## src/rtl/cm0_rst_seq_sync.sv

```systemverilog
// cm0_rst_seq_sync
//   Reset synchroniser and staggered release sequencer for the Cortex-M0 reset
//   tree. RSTIN asserts every output asynchronously. Release is synchronous:
//   a SYNC_STAGES-deep synchroniser, then a STRETCH_CYCLES hold, then channel i
//   rises STAGGER cycles after channel i-1. SYSRESETREQ re-enters the stretch
//   phase. RSTBYPASS (or PRESENT=0) routes RSTIN straight to every output.
//
// Ports
//   CLK          in   clock
//   RSTIN        in   async active-low reset (board/POR)
//   SE           in   scan enable, unused (port compatibility)
//   RSTBYPASS    in   1: RSTOUT = {NUM_RST{RSTIN}} combinationally
//   SYSRESETREQ  in   synchronous software reset request, active-high
//   RSTOUT       out  active-low resets, bit 0 releases first
//   RSTREQACK    out  one-cycle acknowledge of an accepted SYSRESETREQ
//   RST_BUSY     out  high while any sequenced output is still low

// One output channel: registered reset, async-cleared, raised once the
// shared counter reaches this channel's release point.
module cm0_rst_seq_sync_ch #(
  parameter int CW  = 4,
  parameter int THR = 0
) (
  input  logic          i_clk,
  input  logic          i_rst_n,
  input  logic          i_en,
  input  logic          i_clr,
  input  logic [CW-1:0] i_cnt,
  output logic          o_rel,
  output logic          o_rst_n
);
  localparam logic [CW-1:0] THR_C = CW'(THR);

  logic r_rst_n;

  assign o_rel   = (i_cnt >= THR_C);
  assign o_rst_n = r_rst_n;

  always_ff @(posedge i_clk or negedge i_rst_n) begin
    if (!i_rst_n)            r_rst_n <= 1'b0;
    else if (i_clr)          r_rst_n <= 1'b0;
    else if (i_en && o_rel)  r_rst_n <= 1'b1;
  end
endmodule

module cm0_rst_seq_sync #(
  parameter int PRESENT        = 1,
  parameter int NUM_RST        = 3,
  parameter int SYNC_STAGES    = 3,
  parameter int STRETCH_CYCLES = 4,
  parameter int STAGGER        = 2
) (
  input  logic               CLK,
  input  logic               RSTIN,
  input  logic               SE,
  input  logic               RSTBYPASS,
  input  logic               SYSRESETREQ,
  output logic [NUM_RST-1:0] RSTOUT,
  output logic               RSTREQACK,
  output logic               RST_BUSY
);
  localparam int CW = $clog2(STRETCH_CYCLES + (NUM_RST-1)*STAGGER + 2);

  localparam logic [1:0] S_HOLD    = 2'd0;
  localparam logic [1:0] S_STRETCH = 2'd1;
  localparam logic [1:0] S_RELEASE = 2'd2;
  localparam logic [1:0] S_RUN     = 2'd3;

  logic [SYNC_STAGES-1:0] r_sync;
  logic                   r_req;
  logic                   r_ack;
  logic [1:0]             r_state;
  logic [CW-1:0]          r_cnt;

  logic                   w_sync;
  logic [CW-1:0]          w_cnt_inc;
  logic [CW-1:0]          w_cnt_nxt;
  logic [1:0]             w_state_nxt;
  logic                   w_ack_nxt;
  logic                   w_ch_en;
  logic                   w_ch_clr;
  logic [NUM_RST-1:0]     w_rel;
  logic [NUM_RST-1:0]     w_rstout;
  logic                   w_bypass;
  logic                   w_unused;

  assign w_unused = SE;

  // Plain shift of constant 1: once RSTIN is high the chain only ever moves
  // 0->1, so the last stage cannot glitch.
  always_ff @(posedge CLK or negedge RSTIN) begin
    if (!RSTIN) r_sync <= '0;
    else        r_sync <= {r_sync[SYNC_STAGES-2:0], 1'b1};
  end
  assign w_sync = r_sync[SYNC_STAGES-1];

  // Request is registered so the FSM acts on it one edge after sampling.
  always_ff @(posedge CLK or negedge RSTIN) begin
    if (!RSTIN) r_req <= 1'b0;
    else        r_req <= SYSRESETREQ;
  end

  // Saturating increment; never wraps back into a release window.
  assign w_cnt_inc = (&r_cnt) ? r_cnt : r_cnt + CW'(1);

  for (genvar gi = 0; gi < NUM_RST; gi++) begin : g_ch
    cm0_rst_seq_sync_ch #(
      .CW  (CW),
      .THR (STRETCH_CYCLES + gi*STAGGER)
    ) u_ch (
      .i_clk   (CLK),
      .i_rst_n (RSTIN),
      .i_en    (w_ch_en),
      .i_clr   (w_ch_clr),
      .i_cnt   (w_cnt_inc),
      .o_rel   (w_rel[gi]),
      .o_rst_n (w_rstout[gi])
    );
  end

  always_comb begin
    w_state_nxt = r_state;
    w_cnt_nxt   = r_cnt;
    w_ack_nxt   = 1'b0;
    w_ch_en     = 1'b0;
    w_ch_clr    = 1'b0;
    if (r_state == S_HOLD) begin
      w_cnt_nxt = '0;
      if (w_sync) w_state_nxt = S_STRETCH;
    end else if (r_req) begin
      // Request beats any release due on this edge. Only a request that
      // actually pulls outputs low (RELEASE/RUN) is acknowledged.
      w_cnt_nxt   = '0;
      w_ch_clr    = 1'b1;
      w_state_nxt = S_STRETCH;
      w_ack_nxt   = (r_state != S_STRETCH);
    end else if (r_state != S_RUN) begin
      w_cnt_nxt = w_cnt_inc;
      w_ch_en   = 1'b1;
      if (&w_rel)        w_state_nxt = S_RUN;
      else if (w_rel[0]) w_state_nxt = S_RELEASE;
    end
  end

  always_ff @(posedge CLK or negedge RSTIN) begin
    if (!RSTIN) begin
      r_state <= S_HOLD;
      r_cnt   <= '0;
      r_ack   <= 1'b0;
    end else begin
      r_state <= w_state_nxt;
      r_cnt   <= w_cnt_nxt;
      r_ack   <= w_ack_nxt;
    end
  end

  assign w_bypass  = RSTBYPASS || (PRESENT == 0);
  assign RSTOUT    = w_bypass ? {NUM_RST{RSTIN}} : w_rstout;
  assign RSTREQACK = (PRESENT != 0) ? r_ack : 1'b0;
  assign RST_BUSY  = (PRESENT != 0) ? (r_state != S_RUN) : ~RSTIN;
endmodule
```

## config.mk

```make
export PLATFORM = sky130hd
export DESIGN_NAME = cm0_rst_seq_sync
export DESIGN_NICKNAME = d
export VERILOG_FILES = /design/src/rtl/cm0_rst_seq_sync.sv
export SDC_FILE = /design/constraint.sdc
export NUM_CORES = 1
export LEC_CHECK = 0
export CAP_MARGIN = 20
export CORE_MARGIN = 1.5
export CORE_UTILIZATION = 52
export CTS_CLUSTER_SIZE = 8
export DETAILED_ROUTE_END_ITERATION = 8
export PLACE_DENSITY_LB_ADDON = 0.15
export SYNTH_ARGS = -nofsm -noshare
export SYNTH_HDL_FRONTEND = slang
export SYNTH_SLANG_ARGS = --single-unit
```

## constraint.sdc

```tcl
create_clock -name CLK -period 2.2 [get_ports CLK]
set_clock_uncertainty 0.05 [all_clocks]
set_input_delay 0.33 -clock CLK [delete_from_list [all_inputs] [get_ports CLK]]
set_output_delay 0.33 -clock CLK [all_outputs]
set_load 0.05 [all_outputs]
```

==> impl_metrics.py, run 1 <==
metrics = {
    "yosys": {
        "yosysWarnings": 0,
        "synth_area_per_cell_um2": 9.53,
        "seq_area_frac_synth_pct": 43.8,
        "synth_top_family_by_area": "compound AO/OA/AOI/OAI gates",
        "synth_area_leaders": "dfrtp_1 44%, o21ai_0 5.6%, nor2_1 5.2%, a21oi_1 3.8%, a2111oi_4 3.4%",
        "synth_mux_area_share_pct": 2.50,
        "synth_top_cell_area_share_pct": 43.8,
        "netlist_area_um2": 801,
        "synthSimpleGateAreaFrac_pct": 15.3,
        "synthAdderAreaFrac_pct": 1.56,
        "synth_area_leader_cell": "dfrtp_1",
        "synth_cell_types": 33,
        "synthXorXnorAreaFrac_pct": 2.19,
        "syn-num-nets": 90,
        "syn_inst": 84,
        "ys_ff_latch": 14,
        "synth_compound_area_share_pct": 25.0,
    },
    "floorplan": {
        "dieArea_um2": 1780,
        "pin_count": 10,
        "initial_utilization_pct": 58.6,
        "row_count": 13,
        "core_um2": 1370,
        "die_h_um": 42.2,
        "die-width_um": 42.2,
    },
    "placement": {
        "dpl.hpwl_um": 1040,
        "routabilityCongestion": 0.807,
        "placedCellCount": 102,
        "portBuffers": 8,
    },
    "power_and_ir_drop": {
        "p_per_area_nw_per_um2": 1040,
        "p_leak_uw": 0.000383,
        "ir_worst_vdd_v": 0.000571,
    },
    "cts": {
        "numCtsBuffers": 3,
        "clk_pin_slew_ns": 0.08,
        "holdBufCountCts": 0,
        "cts_tree": "yes",
        "ctsResizeCount": 0,
        "cts_root_buf": "clkbuf_4",
        "htree_levels": 1,
        "cts_setup_buffers": 0,
        "clock_latency_ns": 0.28,
        "cts.sinks": 14,
        "cts_buffer_depth": 2,
    },
    "critical_path": {
        "cp-start-kind": "flop",
        "path_class": "reg -> out",
        "required_ns": 1.82,
        "crit_path_end_kind": "output pin",
        "crit_arrival_ns": 1.41,
        "path_max_fanout": 11,
    },
    "drt": {
        "drtAntennaViolNets": 0,
        "viasPerCell": 5.75,
        "wirelength_um": 1470,
        "dr.first_iter.drc_count": 10,
        "firstDrtPassIters": 4,
        "vias": 609,
        "detail_route.wl_per_cell_um": 13.8,
        "remaining_drc_errors": 0,
    },
    "sta": {
        "fin_tns_setup_ns": 0,
        "timing.final.crit_period_ns": 1.79,
        "hold_viol_final": 0,
        "fmax_mhz": 560,
        "rsz0062_at_grt": "false",
        "min_period_over_period_pct": 81.2,
        "finalSetupViolations": 0,
        "slew_viol_final": 0,
    },
    "global_route": {
        "grt_max_degree": 15,
        "grt_pass1_wl_um": 2480,
        "overflow": 0,
        "antenna_found_initial": 0,
        "first_global_vias": 571,
        "grt_usage_pct": 18.5,
    },
    "cells_and_area": {
        "antenna_cells": 0,
        "stdcell_count": 106,
        "nNetsFinal": 98,
        "drive_above_1_share_pct": 15.4,
        "syn_to_final_growth_pct": 15.3,
        "fill_cells": 110,
    },
    "run": {
        "max_cap_violations": 0,
    },
    "status": {
        "status": "finished clean",
    },
    "worst_hold_path": {
        "hold_path.class": "reg -> reg",
    },
}
-- layout by cell type (no fill, tap or decap), types with 2 or more instances in the layout --
master,instances
a21oi_1,6
a22oi_1,2
a31oi_1,2
buf_12,3
buf_4,2
clkbuf_4,3
clkdlybuf4s50_1,4
dfrtp_1,14
inv_1,7
mux2i_1,2
nand2_1,2
nor2_1,11
nor3_1,3
o21ai_0,9
-- path summary, 6_finish.rpt --
| kind | startpoint | slack [ns] | depth (start not counted) | endpoint |
|---|---|---|---|---|
| max | r_state[0]$_DFFE_PN0P_ | 0.41 | 3 | RST_BUSY |
| min | r_sync[1]$_DFF_PN0_ | 0.30 | 0 | r_sync[2]$_DFF_PN0_ |
| max reg2reg | r_cnt[0]$_DFFE_PN0P_ | 0.52 | 5 | g_ch[0].u_ch.o_rst_n$_DFFE_PN0P_ |
| min reg2reg | r_sync[1]$_DFF_PN0_ | 0.30 | 0 | r_sync[2]$_DFF_PN0_ |
| max in group asynchronous | RSTIN | 1.60 | 2 | r_cnt[3]$_DFFE_PN0P_ |
| min in group asynchronous | RSTIN | 0.33 | 2 | g_ch[0].u_ch.o_rst_n$_DFFE_PN0P_ |
-- metrics by stage --
step	worst slack [ns]	cell area (µm²)	total power (µW)	utilization [%]	hold slack, ns
2_1_floorplan	0.333	801	692	-	-0.0156
3_3_place_gp	0.538	887	767	64.9	0.284
3_5_place_dp	0.506	887	777	64.9	0.285
4_1_cts	0.417	923	967	67.6	0.304
5_1_grt	0.345	923	1020	67.6	0.316
6_report	0.414	923	959	67.6	0.303
-- cells in the mapped netlist, drive strengths merged --
master	instances
a211oi	1
a31oi	2
conb	1
o21ai	9
and2	2
nor2	11
ha	1
nor3b	1
a22oi	2
a2111oi	1
o211ai	1
o221ai	1
o21a	1
nand2b	1
mux2i	2
nor4	1
nor3	3
dfrtp	14
nand3b	1
buf	6
xor2	1
inv	7
a221oi	1
and4b	1
nor2b	1
a21oi	7
o311ai	1
xnor2	1
nand2	2
-- critical path, cell delays in order (launching register included) --
cell and delay [ns]:
dfrtp_1 0.55, and2_1 0.30, inv_1 0.08, buf_4 0.19
-- sequential cells by signal (all words and copies together), names as in the netlist --
signal / count
r_cnt: 4
g_ch.u_ch.o_rst_n: 3
r_sync: 3
r_state: 2
RSTREQACK: 1
r_req: 1
-- layer usage --
layer	part of all wire (%)	GRT usage, %
met1	46	21.4
met2	49	32.0
met3	4.6	3.88
met4	1.1	9.38
met5	0	0
-- power by group --
part	switching [µW]	internal (µW)	total, µW
logic	226	162	388
clock network	83.1	101	184
registers	79.2	309	388
total	388	571	959
-- layout make-up --
cell class              count  area (µm²)  share of cell area [%]
clock buffers               4        36.3                    3.93
inverters                   7        26.3                    2.85
multi-input cells          57         377                    40.8
flip-flops and latches     14         350                    37.9
well taps                  15        18.8                    2.03
repair buffers              9         115                    12.5
-- logic make-up after synthesis --
group,count (synthesis)
AOI/OAI and AO/OA,27
and+or+nand+nor,24
DFF,14
buffers and inverters,13
xor gates and xnor gates,2
muxes,2
adders and majority gates,1
other,1
No activity file was read; power rests on OpenSTA's default activity.
==> inputs of run 2 (changes only) <==
clock period = 1.8 ns   (was 2.2 ns; I/O delays follow)
==> impl_metrics.py, run 2 (same netlist as run 1, synthesis figures left out) <==
metrics = {
    "cts": {
        "htree_levels": 1,
        "cts_setup_buffers": 0,
        "clk_pin_slew_ns": 0.09,
        "clock_latency_ns": 0.28,
        "cts_root_buf": "clkbuf_4",
        "cts_buffer_depth": 2,
        "numCtsBuffers": 3,
        "cts.sinks": 14,
        "cts_tree": "yes",
    },
    "power_and_ir_drop": {
        "p_per_area_nw_per_um2": 1290,
        "p_leak_uw": 0.000391,
        "p_total_uw": 1220,
        "ir_worst_vdd_v": 0.000809,
    },
    "cells_and_area": {
        "drive_above_1_share_pct": 17.4,
        "antenna_cells": 0,
        "largest-register": "r_cnt",
        "fin_util_pct": 69.2,
        "mostFrequentLayoutCell": "dfrtp_1",
        "nNetsFinal": 99,
        "final_cell_mix": "14 x dfrtp_1, 11 x nor2_1, 8 x o21ai_0",
        "syn_to_final_growth_pct": 18.1,
        "largest_reg_flops": 4,
    },
    "critical_path": {
        "path_class": "reg -> out",
        "slowest_delay_ns": 0.79,
        "crit_chain": "clkdlybuf4s50_1",
        "crit_path_end_kind": "output pin",
        "rrSetupSlack_ns": 0.19,
        "crit_slowest_cell": "clkdlybuf4s50_1",
        "r2r-start": "r_cnt[0]$_DFFE_PN0P_",
        "crit_start": "RSTREQACK$_DFF_PN0_",
        "crit_family": "buffers and inverters",
        "critical_path_buf_inv_count": 1,
        "crit_cells": 1,
        "cp-endpoint": "RSTREQACK",
        "worstReg2RegEnd": "r_cnt[1]$_DFFE_PN0P_",
        "r2r_cells": 5,
        "crit_arrival_ns": 1.41,
        "path_max_fanout": 1,
        "required_ns": 1.48,
        "cp-start-kind": "flop",
    },
    "sta": {
        "hold_viol_final": 0,
        "fin_hold_ws_ns": 0.265,
        "min_period_over_period_pct": 96.3,
        "fmax_mhz": 577,
        "timing.final.crit_period_ns": 1.73,
        "setup_slack_ns": 0.0664,
        "slew_viol_final": 0,
        "fin_tns_setup_ns": 0,
        "rsz0062_at_grt": "false",
        "finalSetupViolations": 0,
    },
    "drt": {
        "viasPerCell": 6.01,
        "dr.first_iter.drc_count": 10,
        "remaining_drc_errors": 0,
        "vias": 643,
        "detail_route.wl_per_cell_um": 14.7,
        "drtAntennaViolNets": 0,
        "firstDrtPassIters": 4,
        "wirelength_um": 1580,
    },
    "global_route": {
        "first_global_vias": 702,
        "grt_max_degree": 15,
        "grt_pass1_wl_um": 2810,
        "overflow": 0,
        "grt_usage_pct": 21.0,
        "antenna_found_initial": 0,
    },
    "placement": {
        "dp_slack_ns": 0.119,
        "dpl.hpwl_um": 1140,
        "portBuffers": 8,
        "routabilityCongestion": 0.788,
    },
    "floorplan": {
        "die-width_um": 42.2,
        "pin_count": 10,
        "initial_utilization_pct": 58.6,
        "core_um2": 1370,
        "row_count": 13,
        "die_h_um": 42.2,
        "dieArea_um2": 1780,
    },
    "run": {
        "max_cap_violations": 0,
    },
    "status": {
        "status": "finished clean",
    },
    "worst_hold_path": {
        "hold_path.class": "in -> async",
    },
}
[run 2: cell types whose count changed in the layout (fill, tap and decap cells not counted)]
cell	previous run	this run
o21ai_1	0	1
ha_1	1	0
o21ai_0	9	8
ha_2	0	1
buf_12	3	4
[run 2: per-layer routing]
| layer | wire length [µm] | track usage [%] | vias to the layer above |
|---|---|---|---|
| li1 | - | - | 310 |
| met1 | 642 | 20.8 | 317 |
| met2 | 855 | 40.6 | 14 |
| met3 | 75 | 7.33 | 2 |
| met4 | 5 | 5.63 | 0 |
| met5 | 0 | 0 | - |
[run 2: worst min-delay path by stage]
| stage | startpoint | endpoint | slack (ns) | cells past startpoint |
|---|---|---|---|---|
| floorplan | RSTIN | RSTREQACK$_DFF_PN0_ | -0.08 | 0 |
| global placement | r_sync[1]$_DFF_PN0_ | r_sync[2]$_DFF_PN0_ | 0.29 | 0 |
| detailed placement | r_sync[1]$_DFF_PN0_ | r_sync[2]$_DFF_PN0_ | 0.29 | 0 |
| CTS | RSTIN | g_ch[0].u_ch.o_rst_n$_DFFE_PN0P_ | 0.28 | 2 |
| global route | RSTIN | g_ch[0].u_ch.o_rst_n$_DFFE_PN0P_ | 0.29 | 2 |
| finish | RSTIN | g_ch[0].u_ch.o_rst_n$_DFFE_PN0P_ | 0.26 | 2 |
[run 2: what timing repair did]
item / 4_1_cts / 5_1_grt
gates resized for setup: 0 / 1
endpoints found under the hold margin: 0 / 0
hold buffers: 0 / 0
endpoints found under the setup margin: 0 / 1
[run 2: through the flow]
stage,instances,cell area (µm²)
after floorplan,84,801
after global placement,103,907
after detailed placement,103,907
after CTS,107,943
after global routing,107,946
final,107,946
[run 2: power by group]
group	switching [µW]	internal [µW]	leakage, µW
Sequential	72.5	377	0.000179
Combinational	317	234	0.000191
Clock	100	123	0.0000210
Total	490	734	0.000391
[run 2: area by class of cell]
cell class              count  area, µm²
inverters                   7       26.3
fillers                   111        420
well taps                  15       18.8
clock buffers               4       36.3
flip-flops and latches     14        350
multi-input cells          57        379
repair buffers             10        135
